--- config.mk ---
export PLATFORM = sky130hd
export DESIGN_NAME = layer_seq_flat
export DESIGN_NICKNAME = d
export VERILOG_FILES = /design/src/rtl/layer_seq_pkg.sv /design/src/rtl/layer_seq_if.sv /design/src/rtl/seq_cnt.sv /design/src/rtl/layer_seq.sv /design/src/flat_wrapper.sv
export SDC_FILE = /design/constraint.sdc
export NUM_CORES = 1
export LEC_CHECK = 0
export BUFFER_PORTS_ARGS = -buffer_cell sky130_fd_sc_hd__buf_2
export CORE_MARGIN = 5
export CORE_UTILIZATION = 50
export CTS_BUF_LIST = sky130_fd_sc_hd__clkbuf_8
export DETAILED_ROUTE_END_ITERATION = 8
export PLACE_DENSITY = 0.71
export SLEW_MARGIN = 20
export SYNTH_ARGS = -nofsm -noshare
export SYNTH_HDL_FRONTEND = slang
export SYNTH_HIERARCHICAL = 1
export SYNTH_SLANG_ARGS = --single-unit
--- constraint.sdc ---
create_clock -name clk -period 2.9 [get_ports clk]
set_input_delay 0.58 -clock clk [delete_from_list [all_inputs] [get_ports clk]]
set_output_delay 0.58 -clock clk [all_outputs]
set_load 0.01 [all_outputs]
--- src/rtl/layer_seq_pkg.sv ---
// Shared types and default sizing for the layer pass sequencer.
package layer_seq_pkg;

    typedef enum logic [2:0] {
        S_IDLE  = 3'd0,
        S_LOAD  = 3'd1,
        S_RUN   = 3'd2,
        S_FLUSH = 3'd3
    } seq_state_t;

    localparam int DEF_CNT_W   = 16;
    localparam int DEF_PRM_W   = 10;
    localparam int DEF_FLUSH_N = 2;

endpackage

--- src/rtl/layer_seq_if.sv ---
// Command, stream-event and status bundle between the PS-side driver and layer_seq.
interface layer_seq_if #(
    parameter int CNT_W = 16,
    parameter int PRM_W = 10
);
    logic             start;
    logic             abort;
    logic [PRM_W-1:0] prm_words;
    logic [CNT_W-1:0] n_batch;
    logic             src_valid;
    logic             src_ready;
    logic             src_blk;
    logic             dst_hs_last;
    logic             irq_clr;
    logic             matw;
    logic             run;
    logic             last;
    logic             busy;
    logic             done;
    logic             irq;
    logic             aborted;

    modport master (
        output start, abort, prm_words, n_batch, src_valid, src_ready, src_blk,
               dst_hs_last, irq_clr,
        input  matw, run, last, busy, done, irq, aborted
    );

    modport slave (
        input  start, abort, prm_words, n_batch, src_valid, src_ready, src_blk,
               dst_hs_last, irq_clr,
        output matw, run, last, busy, done, irq, aborted
    );
endinterface

--- src/rtl/seq_cnt.sv ---
// Up-counter with clear, load and enable; match_o flags the current value equal to term_i.
module seq_cnt #(
    parameter int W = 16
) (
    input  logic         clk,
    input  logic         reset,
    input  logic         clr_i,
    input  logic         ld_i,
    input  logic [W-1:0] ld_val_i,
    input  logic         en_i,
    input  logic [W-1:0] term_i,
    output logic         match_o
);
    logic [W-1:0] cnt_q;
    logic [W-1:0] cnt_d;

    // Next count: clear beats load beats increment.
    always_comb begin
        cnt_d = cnt_q;
        if (clr_i) begin
            cnt_d = {W{1'b0}};
        end else if (ld_i) begin
            cnt_d = ld_val_i;
        end else if (en_i) begin
            cnt_d = cnt_q + W'(1);
        end else begin
            cnt_d = cnt_q;
        end
    end

    // Count register.
    always_ff @(posedge clk or posedge reset) begin
        if (reset) begin
            cnt_q <= {W{1'b0}};
        end else begin
            cnt_q <= cnt_d;
        end
    end

    assign match_o = (cnt_q == term_i);

endmodule

--- src/rtl/layer_seq.sv ---
// Sequencer for one conv/affine layer pass: parameter load, batch run, flush, status flags.
module layer_seq
    import layer_seq_pkg::*;
#(
    parameter int CNT_W   = DEF_CNT_W,
    parameter int PRM_W   = DEF_PRM_W,
    parameter int FLUSH_N = DEF_FLUSH_N
) (
    input logic       clk,
    input logic       reset,
    layer_seq_if.slave bus
);
    localparam int FL_W = (FLUSH_N > 1) ? $clog2(FLUSH_N) : 1;

    seq_state_t       state_q, state_d;
    logic [PRM_W-1:0] prm_sh_q;
    logic [CNT_W-1:0] nb_sh_q;
    logic             matw_q, run_q, last_q, busy_q, done_q, irq_q, aborted_q;

    logic start_acc_s, flush_entry_s, done_set_s, abort_act_s;
    logic prm_en_s, prm_hit_s, sblk_en_s, sblk_hit_s;
    logic dblk_en_s, dblk_hit_s, flush_en_s, flush_hit_s;

    assign abort_act_s = bus.abort && (state_q != S_IDLE);
    assign prm_en_s    = (state_q == S_LOAD) && bus.src_valid;
    // last_q doubles as the saturation flag so extra source blocks are not counted
    assign sblk_en_s   = (state_q == S_RUN) && bus.src_blk && !last_q;
    assign dblk_en_s   = (state_q == S_RUN) && bus.dst_hs_last;
    assign flush_en_s  = (state_q == S_FLUSH);

    // Next-state decode.
    always_comb begin
        state_d     = state_q;
        start_acc_s = 1'b0;
        case (state_q)
            S_IDLE: begin
                if (bus.start && !bus.abort) begin
                    start_acc_s = 1'b1;
                    if (bus.prm_words != {PRM_W{1'b0}}) begin
                        state_d = S_LOAD;
                    end else if (bus.n_batch != {CNT_W{1'b0}}) begin
                        state_d = S_RUN;
                    end else begin
                        state_d = S_FLUSH;
                    end
                end else begin
                    state_d = S_IDLE;
                end
            end
            S_LOAD: begin
                if (bus.abort) begin
                    state_d = S_FLUSH;
                end else if (prm_en_s && prm_hit_s) begin
                    state_d = (nb_sh_q != {CNT_W{1'b0}}) ? S_RUN : S_FLUSH;
                end else begin
                    state_d = S_LOAD;
                end
            end
            S_RUN: begin
                if (bus.abort) begin
                    state_d = S_FLUSH;
                end else if (dblk_en_s && dblk_hit_s) begin
                    state_d = S_FLUSH;
                end else begin
                    state_d = S_RUN;
                end
            end
            S_FLUSH: begin
                if (bus.abort) begin
                    state_d = S_FLUSH;
                end else if (flush_hit_s) begin
                    state_d = S_IDLE;
                end else begin
                    state_d = S_FLUSH;
                end
            end
            default: begin
                state_d = S_IDLE;
            end
        endcase
    end

    assign flush_entry_s = (state_d == S_FLUSH) && ((state_q != S_FLUSH) || bus.abort);
    assign done_set_s    = (state_q == S_FLUSH) && (state_d == S_IDLE) && !aborted_q;

    // State, command shadows and registered status outputs.
    always_ff @(posedge clk or posedge reset) begin
        if (reset) begin
            state_q   <= S_IDLE;
            prm_sh_q  <= {PRM_W{1'b0}};
            nb_sh_q   <= {CNT_W{1'b0}};
            matw_q    <= 1'b0;
            run_q     <= 1'b0;
            last_q    <= 1'b0;
            busy_q    <= 1'b0;
            done_q    <= 1'b0;
            irq_q     <= 1'b0;
            aborted_q <= 1'b0;
        end else begin
            state_q <= state_d;
            if (start_acc_s) begin
                prm_sh_q <= bus.prm_words;
                nb_sh_q  <= bus.n_batch;
            end
            matw_q <= (state_d == S_LOAD);
            // one dead cycle after matw drops before the datapath is released
            run_q  <= (state_d == S_RUN) && (state_q != S_LOAD);
            last_q <= (state_d == S_RUN) && (last_q || (sblk_en_s && sblk_hit_s));
            busy_q <= (state_d != S_IDLE);
            done_q <= done_set_s;
            irq_q  <= done_set_s || (irq_q && !bus.irq_clr);
            if (abort_act_s) begin
                aborted_q <= 1'b1;
            end else if (start_acc_s) begin
                aborted_q <= 1'b0;
            end
        end
    end

    seq_cnt #(.W(PRM_W)) u_prm_cnt (
        .clk      (clk),
        .reset    (reset),
        .clr_i    (start_acc_s),
        .ld_i     (1'b0),
        .ld_val_i ({PRM_W{1'b0}}),
        .en_i     (prm_en_s),
        .term_i   (prm_sh_q - PRM_W'(1)),
        .match_o  (prm_hit_s)
    );

    seq_cnt #(.W(CNT_W)) u_sblk_cnt (
        .clk      (clk),
        .reset    (reset),
        .clr_i    (start_acc_s),
        .ld_i     (1'b0),
        .ld_val_i ({CNT_W{1'b0}}),
        .en_i     (sblk_en_s),
        .term_i   (nb_sh_q - CNT_W'(1)),
        .match_o  (sblk_hit_s)
    );

    seq_cnt #(.W(CNT_W)) u_dblk_cnt (
        .clk      (clk),
        .reset    (reset),
        .clr_i    (start_acc_s),
        .ld_i     (1'b0),
        .ld_val_i ({CNT_W{1'b0}}),
        .en_i     (dblk_en_s),
        .term_i   (nb_sh_q - CNT_W'(1)),
        .match_o  (dblk_hit_s)
    );

    seq_cnt #(.W(FL_W)) u_flush_cnt (
        .clk      (clk),
        .reset    (reset),
        .clr_i    (flush_entry_s),
        .ld_i     (1'b0),
        .ld_val_i ({FL_W{1'b0}}),
        .en_i     (flush_en_s),
        .term_i   (FL_W'(FLUSH_N - 1)),
        .match_o  (flush_hit_s)
    );

    assign bus.matw    = matw_q;
    assign bus.run     = run_q;
    assign bus.last    = last_q;
    assign bus.busy    = busy_q;
    assign bus.done    = done_q;
    assign bus.irq     = irq_q;
    assign bus.aborted = aborted_q;

endmodule

--- src/flat_wrapper.sv ---
// flat-port wrapper written by rule: the top's interface ports become plain ports
module layer_seq_flat import layer_seq_pkg::*;
#(
    parameter int CNT_W   = DEF_CNT_W,
    parameter int PRM_W   = DEF_PRM_W,
    parameter int FLUSH_N = DEF_FLUSH_N
)
  (clk, reset, bus_start, bus_abort, bus_prm_words, bus_n_batch, bus_src_valid, bus_src_ready, bus_src_blk, bus_dst_hs_last, bus_irq_clr, bus_matw, bus_run, bus_last, bus_busy, bus_done, bus_irq, bus_aborted);
  layer_seq_if #(.CNT_W(CNT_W), .PRM_W(PRM_W)) bus_i ();
  input logic clk;
  input logic reset;
  input wire logic [$bits(bus_i.start)-1:0] bus_start;
  input wire logic [$bits(bus_i.abort)-1:0] bus_abort;
  input wire logic [$bits(bus_i.prm_words)-1:0] bus_prm_words;
  input wire logic [$bits(bus_i.n_batch)-1:0] bus_n_batch;
  input wire logic [$bits(bus_i.src_valid)-1:0] bus_src_valid;
  input wire logic [$bits(bus_i.src_ready)-1:0] bus_src_ready;
  input wire logic [$bits(bus_i.src_blk)-1:0] bus_src_blk;
  input wire logic [$bits(bus_i.dst_hs_last)-1:0] bus_dst_hs_last;
  input wire logic [$bits(bus_i.irq_clr)-1:0] bus_irq_clr;
  output wire logic [$bits(bus_i.matw)-1:0] bus_matw;
  output wire logic [$bits(bus_i.run)-1:0] bus_run;
  output wire logic [$bits(bus_i.last)-1:0] bus_last;
  output wire logic [$bits(bus_i.busy)-1:0] bus_busy;
  output wire logic [$bits(bus_i.done)-1:0] bus_done;
  output wire logic [$bits(bus_i.irq)-1:0] bus_irq;
  output wire logic [$bits(bus_i.aborted)-1:0] bus_aborted;
  assign bus_i.start = bus_start;
  assign bus_i.abort = bus_abort;
  assign bus_i.prm_words = bus_prm_words;
  assign bus_i.n_batch = bus_n_batch;
  assign bus_i.src_valid = bus_src_valid;
  assign bus_i.src_ready = bus_src_ready;
  assign bus_i.src_blk = bus_src_blk;
  assign bus_i.dst_hs_last = bus_dst_hs_last;
  assign bus_i.irq_clr = bus_irq_clr;
  assign bus_matw = bus_i.matw;
  assign bus_run = bus_i.run;
  assign bus_last = bus_i.last;
  assign bus_busy = bus_i.busy;
  assign bus_done = bus_i.done;
  assign bus_irq = bus_i.irq;
  assign bus_aborted = bus_i.aborted;
  layer_seq #(.CNT_W(CNT_W), .PRM_W(PRM_W), .FLUSH_N(FLUSH_N)) u_core (.clk(clk), .reset(reset), .bus(bus_i));
endmodule
==> results by group <==
Power and ir drop
  • Power Total: 0.00503 W
  • Int Pwr: 0.00305 W
  • Pwr dens: 815 mW/mm^2
  • Maximum vdd drop: 0.000648 V
  • Switching share of power: 39.4%
  • Share of power burned in the clock network: 17.0%
  • Switching power: 0.00199 W
  • Combinational Power Share: 46.0%
  • Sequential power share: 37.0%
  • LEAKAGE: 2.62 nW

Critical path
  • Worst Reg-to-Reg Cells: 13
  • CP Capture Type: register
  • Req. time, crit path: 3.15 ns
  • Setup CP Type: reg2reg
  • Crit start category: register
  • Reg2reg end: u_core/bus.last$_DFF_PP0_
  • R2r setup slk: -0.31 ns
  • CP max FO: 4
  • Reg2reg start: u_core/nb_sh_q[3]$_DFFE_PP0P_
  • Worst EP arrival: 3.46 ns

Floorplanning
  • Number of core rows: 36
  • Die X: 111 um
  • IO Pins: 42
  • Core area: 0.00986 mm^2
  • Starting Density: 51.6%
  • Die height: 111 um
  • Die ar.: 0.0123 mm^2

Logic synthesis
  • Sequential-to-total area share from yosys stat: 38.3%
  • YS warnings: 6
  • Synthesized area: 0.00509 mm^2
  • Most area-consuming cells after synthesis: dfrtp_1 38%, xnor2_1 13%, mux2_2 5.1%, nor2_1 3.7%, xor2_1 3.6%
  • Gate count of the mapped netlist: 528
  • Share of the synthesized area in the top cell type: 38.3%
  • Post-synth EDFFs: 0
  • Synth area leader: dfrtp_1
  • Synth top cells by count: 78 x dfrtp_1, 73 x xnor2_1, 50 x nor2_1, 42 x nand2_1, 30 x inv_1
  • Avg Cell Area, Syn: 9.64 um^2
  • Commonest register cell after synthesis: dfrtp_1
  • Post-synthesis async set-or-reset flop share: 100%
  • Register bit total from synthesis: 78
  • Count leader, synth: dfrtp_1
  • Yosys cell types: 54

Cells and area
  • Multi-input gate area: 0.00324 mm^2
  • Finished Layout Cells: 796
  • Final core utilization: 62.6%
  • Layout cells sized above 1: 25.0%
  • Nets: 699
  • Area Growth Syn to Fin: 21.4%
  • N_diodes: 0
  • Storage cell area: 0.00195 mm^2
  • Fillcell total: 799
  • Design area: 0.00618 mm^2

STA
  • Clock period minus worst slack: 3.21 ns
  • Slack of the critical path: -0.311 ns
  • # setup viols final: 6
  • Fmax: 0.311 GHz
  • Worst rel slew slack: 54.1%
  • Slew Viols, Final: 0
  • Clock skew: 0.00871 ns
  • RSZ-0062 raised after global routing: yes
  • Slew @ Worst Pin: 0.687 ns
  • Fin crit share: 111%
  • Final Hold Violating Endpoints: 0

GRT
  • First-pass GRT wire length: 20.2 mm
  • Overall Global Routing Usage: 19.8%
  • Grt total ovfl: 0
  • Vias in the first global route: 4140
  • Largest net degree at the start of global routing: 74
  • Initial antenna violation count: 0

Drt
  • 1st-iter DRT viols: 182
  • Routed WL per cell: 14.8 um
  • Wirelength, routed: 11.8 mm
  • Drt pass-1 iters: 5
  • Mean number of vias per cell: 5.19
  • Vias: 4128
  • Post-DRT Antenna Nets: 0
  • Remaining DRCs: 0

Status
  • Status: finished with violations
  • Failing checks: negative setup slack

Clock network
  • CTS H-tree depth: 3
  • Clock Pin Slew Worst Setup and Hold Paths: 0.09 ns
  • Clock insertion delay at the later pin of the skew report: 0.36 ns
  • TritonCTS clock tree: yes
  • Clk sinks: 78
  • CTS Root Cell: clkbuf_8
  • CTS Buf Count: 9
  • Clock buffer depth: 2

Placed design
  • Placer Congestion: 0.852
  • DP Area: 0.00591 mm^2
  • Dpl hpwl: 8.84 mm
  • Number of instances in the placed design: 776
  • I/O Buffers: 40

Flow run
  • Max-Cap Viols: 0

Worst hold path
  • Path category of the worst min-delay check: in2async
-- cell families after synthesis --
family,count (synthesis),synth area share (%)
AO/OA/AOI/OAI,74,10.6
other,2,0.148
multiplexers,25,5.48
adder cells (fa/ha/maj),6,1.47
XOR/XNOR,94,16.2
flip-flops,78,38.3
AND/OR/NAND/NOR,193,22.9
buffers and inverters,56,4.96
-- layer usage --
| metal | vias to the layer above | GRT usage [%] | share of wire [%] |
|---|---|---|---|
| met5 | - | 0 | 0 |
| met4 | 0 | 5.75 | 1.5 |
| met3 | 15 | 4.48 | 3.2 |
| met2 | 68 | 32.4 | 48 |
| met1 | 1983 | 26.4 | 47 |
| li1 | 2062 | - | - |
-- power by group through the flow --
stage          clock (W)  combinational [W]  sequential [W]
2_1_floorplan          0            0.00160         0.00174
3_3_place_gp           0            0.00217         0.00184
3_5_place_dp           0            0.00224         0.00186
4_1_cts         0.000888            0.00228         0.00186
5_1_grt         0.000931            0.00254         0.00192
6_report        0.000856            0.00232         0.00186
-- what timing repair did --
item / 4_1_cts / 5_1_grt
setup endpoints to repair: 6 / 6
pin swaps: 9 / 8
gates cloned: 0 / 0
hold buffers: 0 / 0
buffers inserted: 2 / 4
gates resized for setup: 6 / 1
-- sequential cells by signal, indices dropped and copies added, names as in the netlist --
signal and count:
u_core/bus.irq 1, u_core/u_sblk_cnt/cnt_q 16, u_core/bus.run 1, u_core/bus.busy 1, u_core/u_dblk_cnt/cnt_q 16, u_core/prm_sh_q 10
u_core/state_q 2, u_core/bus.matw 1, u_core/bus.aborted 1, u_core/bus.last 1, u_core/bus.done 1, u_core/nb_sh_q 16
u_core/u_flush_cnt/cnt_q 1, u_core/u_prm_cnt/cnt_q 10
-- worst max-delay path by stage --
stage	start	endpoint	slack, ns	depth (start not counted)
floorplan	u_core/nb_sh_q[4]$_DFFE_PP0P_	u_core/bus.run$_DFF_PP0_	0.01	12
global placement	u_core/nb_sh_q[3]$_DFFE_PP0P_	u_core/bus.run$_DFF_PP0_	-0.22	12
detailed placement	u_core/nb_sh_q[3]$_DFFE_PP0P_	u_core/u_flush_cnt/cnt_q$_DFFE_PP0P_	-0.30	13
CTS	u_core/nb_sh_q[4]$_DFFE_PP0P_	u_core/u_flush_cnt/cnt_q$_DFFE_PP0P_	-0.18	13
global route	u_core/nb_sh_q[3]$_DFFE_PP0P_	u_core/bus.run$_DFF_PP0_	-0.45	13
finish	u_core/nb_sh_q[3]$_DFFE_PP0P_	u_core/bus.last$_DFF_PP0_	-0.31	13
-- cell usage in the layout, fill, tap and decap left out, drive strengths merged, types with 8 or more instances in the layout --
cell type | netlist | routed
nor4 | 24 | 24
conb | 2 | 67
xor2 | 21 | 21
buf | 9 | 78
or3 | 9 | 9
mux2 | 23 | 23
a311oi | 9 | 9
xnor2 | 73 | 73
nand3 | 8 | 8
clkbuf | 15 | 9
o21ai | 15 | 15
inv | 30 | 33
nand2 | 42 | 42
nand4 | 25 | 25
nor2 | 50 | 50
dfrtp | 78 | 78
nor3 | 11 | 11
a21oi | 15 | 15
a211oi | 23 | 23
-- area by class of cell --
cell class / count / share of cell area, %
Timing Repair Buffer: 78 / 8.06
Inverter: 32 / 1.94
Sequential cell: 78 / 31.6
Clock buffer: 9 / 2.00
Clock inverter: 7 / 1.32
Tap cell: 133 / 2.69
Multi-Input combinational cell: 459 / 52.4
-- critical path, stage by stage, from the launching register on --
cell	delay, ns
dfrtp_1	0.39
or4_4	0.56
or3_4	0.42
nor2_4	0.10
nand3b_1	0.13
xnor2_2	0.21
xnor2_1	0.14
nand4_1	0.13
nor4_2	0.27
a311oi_1	0.14
nor2_1	0.19
a211oi_2	0.08
buf_4	0.18
and3_1	0.15
-- stage by stage --
| stage | TNS [ns] | setup WS, ns | hold WS, ns |
|---|---|---|---|
| detailed placement | -1.17 | -0.296 | 0.471 |
| finish | -1.26 | -0.311 | 0.106 |
| floorplan | 0 | 0.0121 | 0.309 |
| CTS | -0.682 | -0.178 | 0.0950 |
| global placement | -0.761 | -0.218 | 0.462 |
| global route | -2.17 | -0.449 | 0.0999 |
No activity file was read; power rests on OpenSTA's default activity.
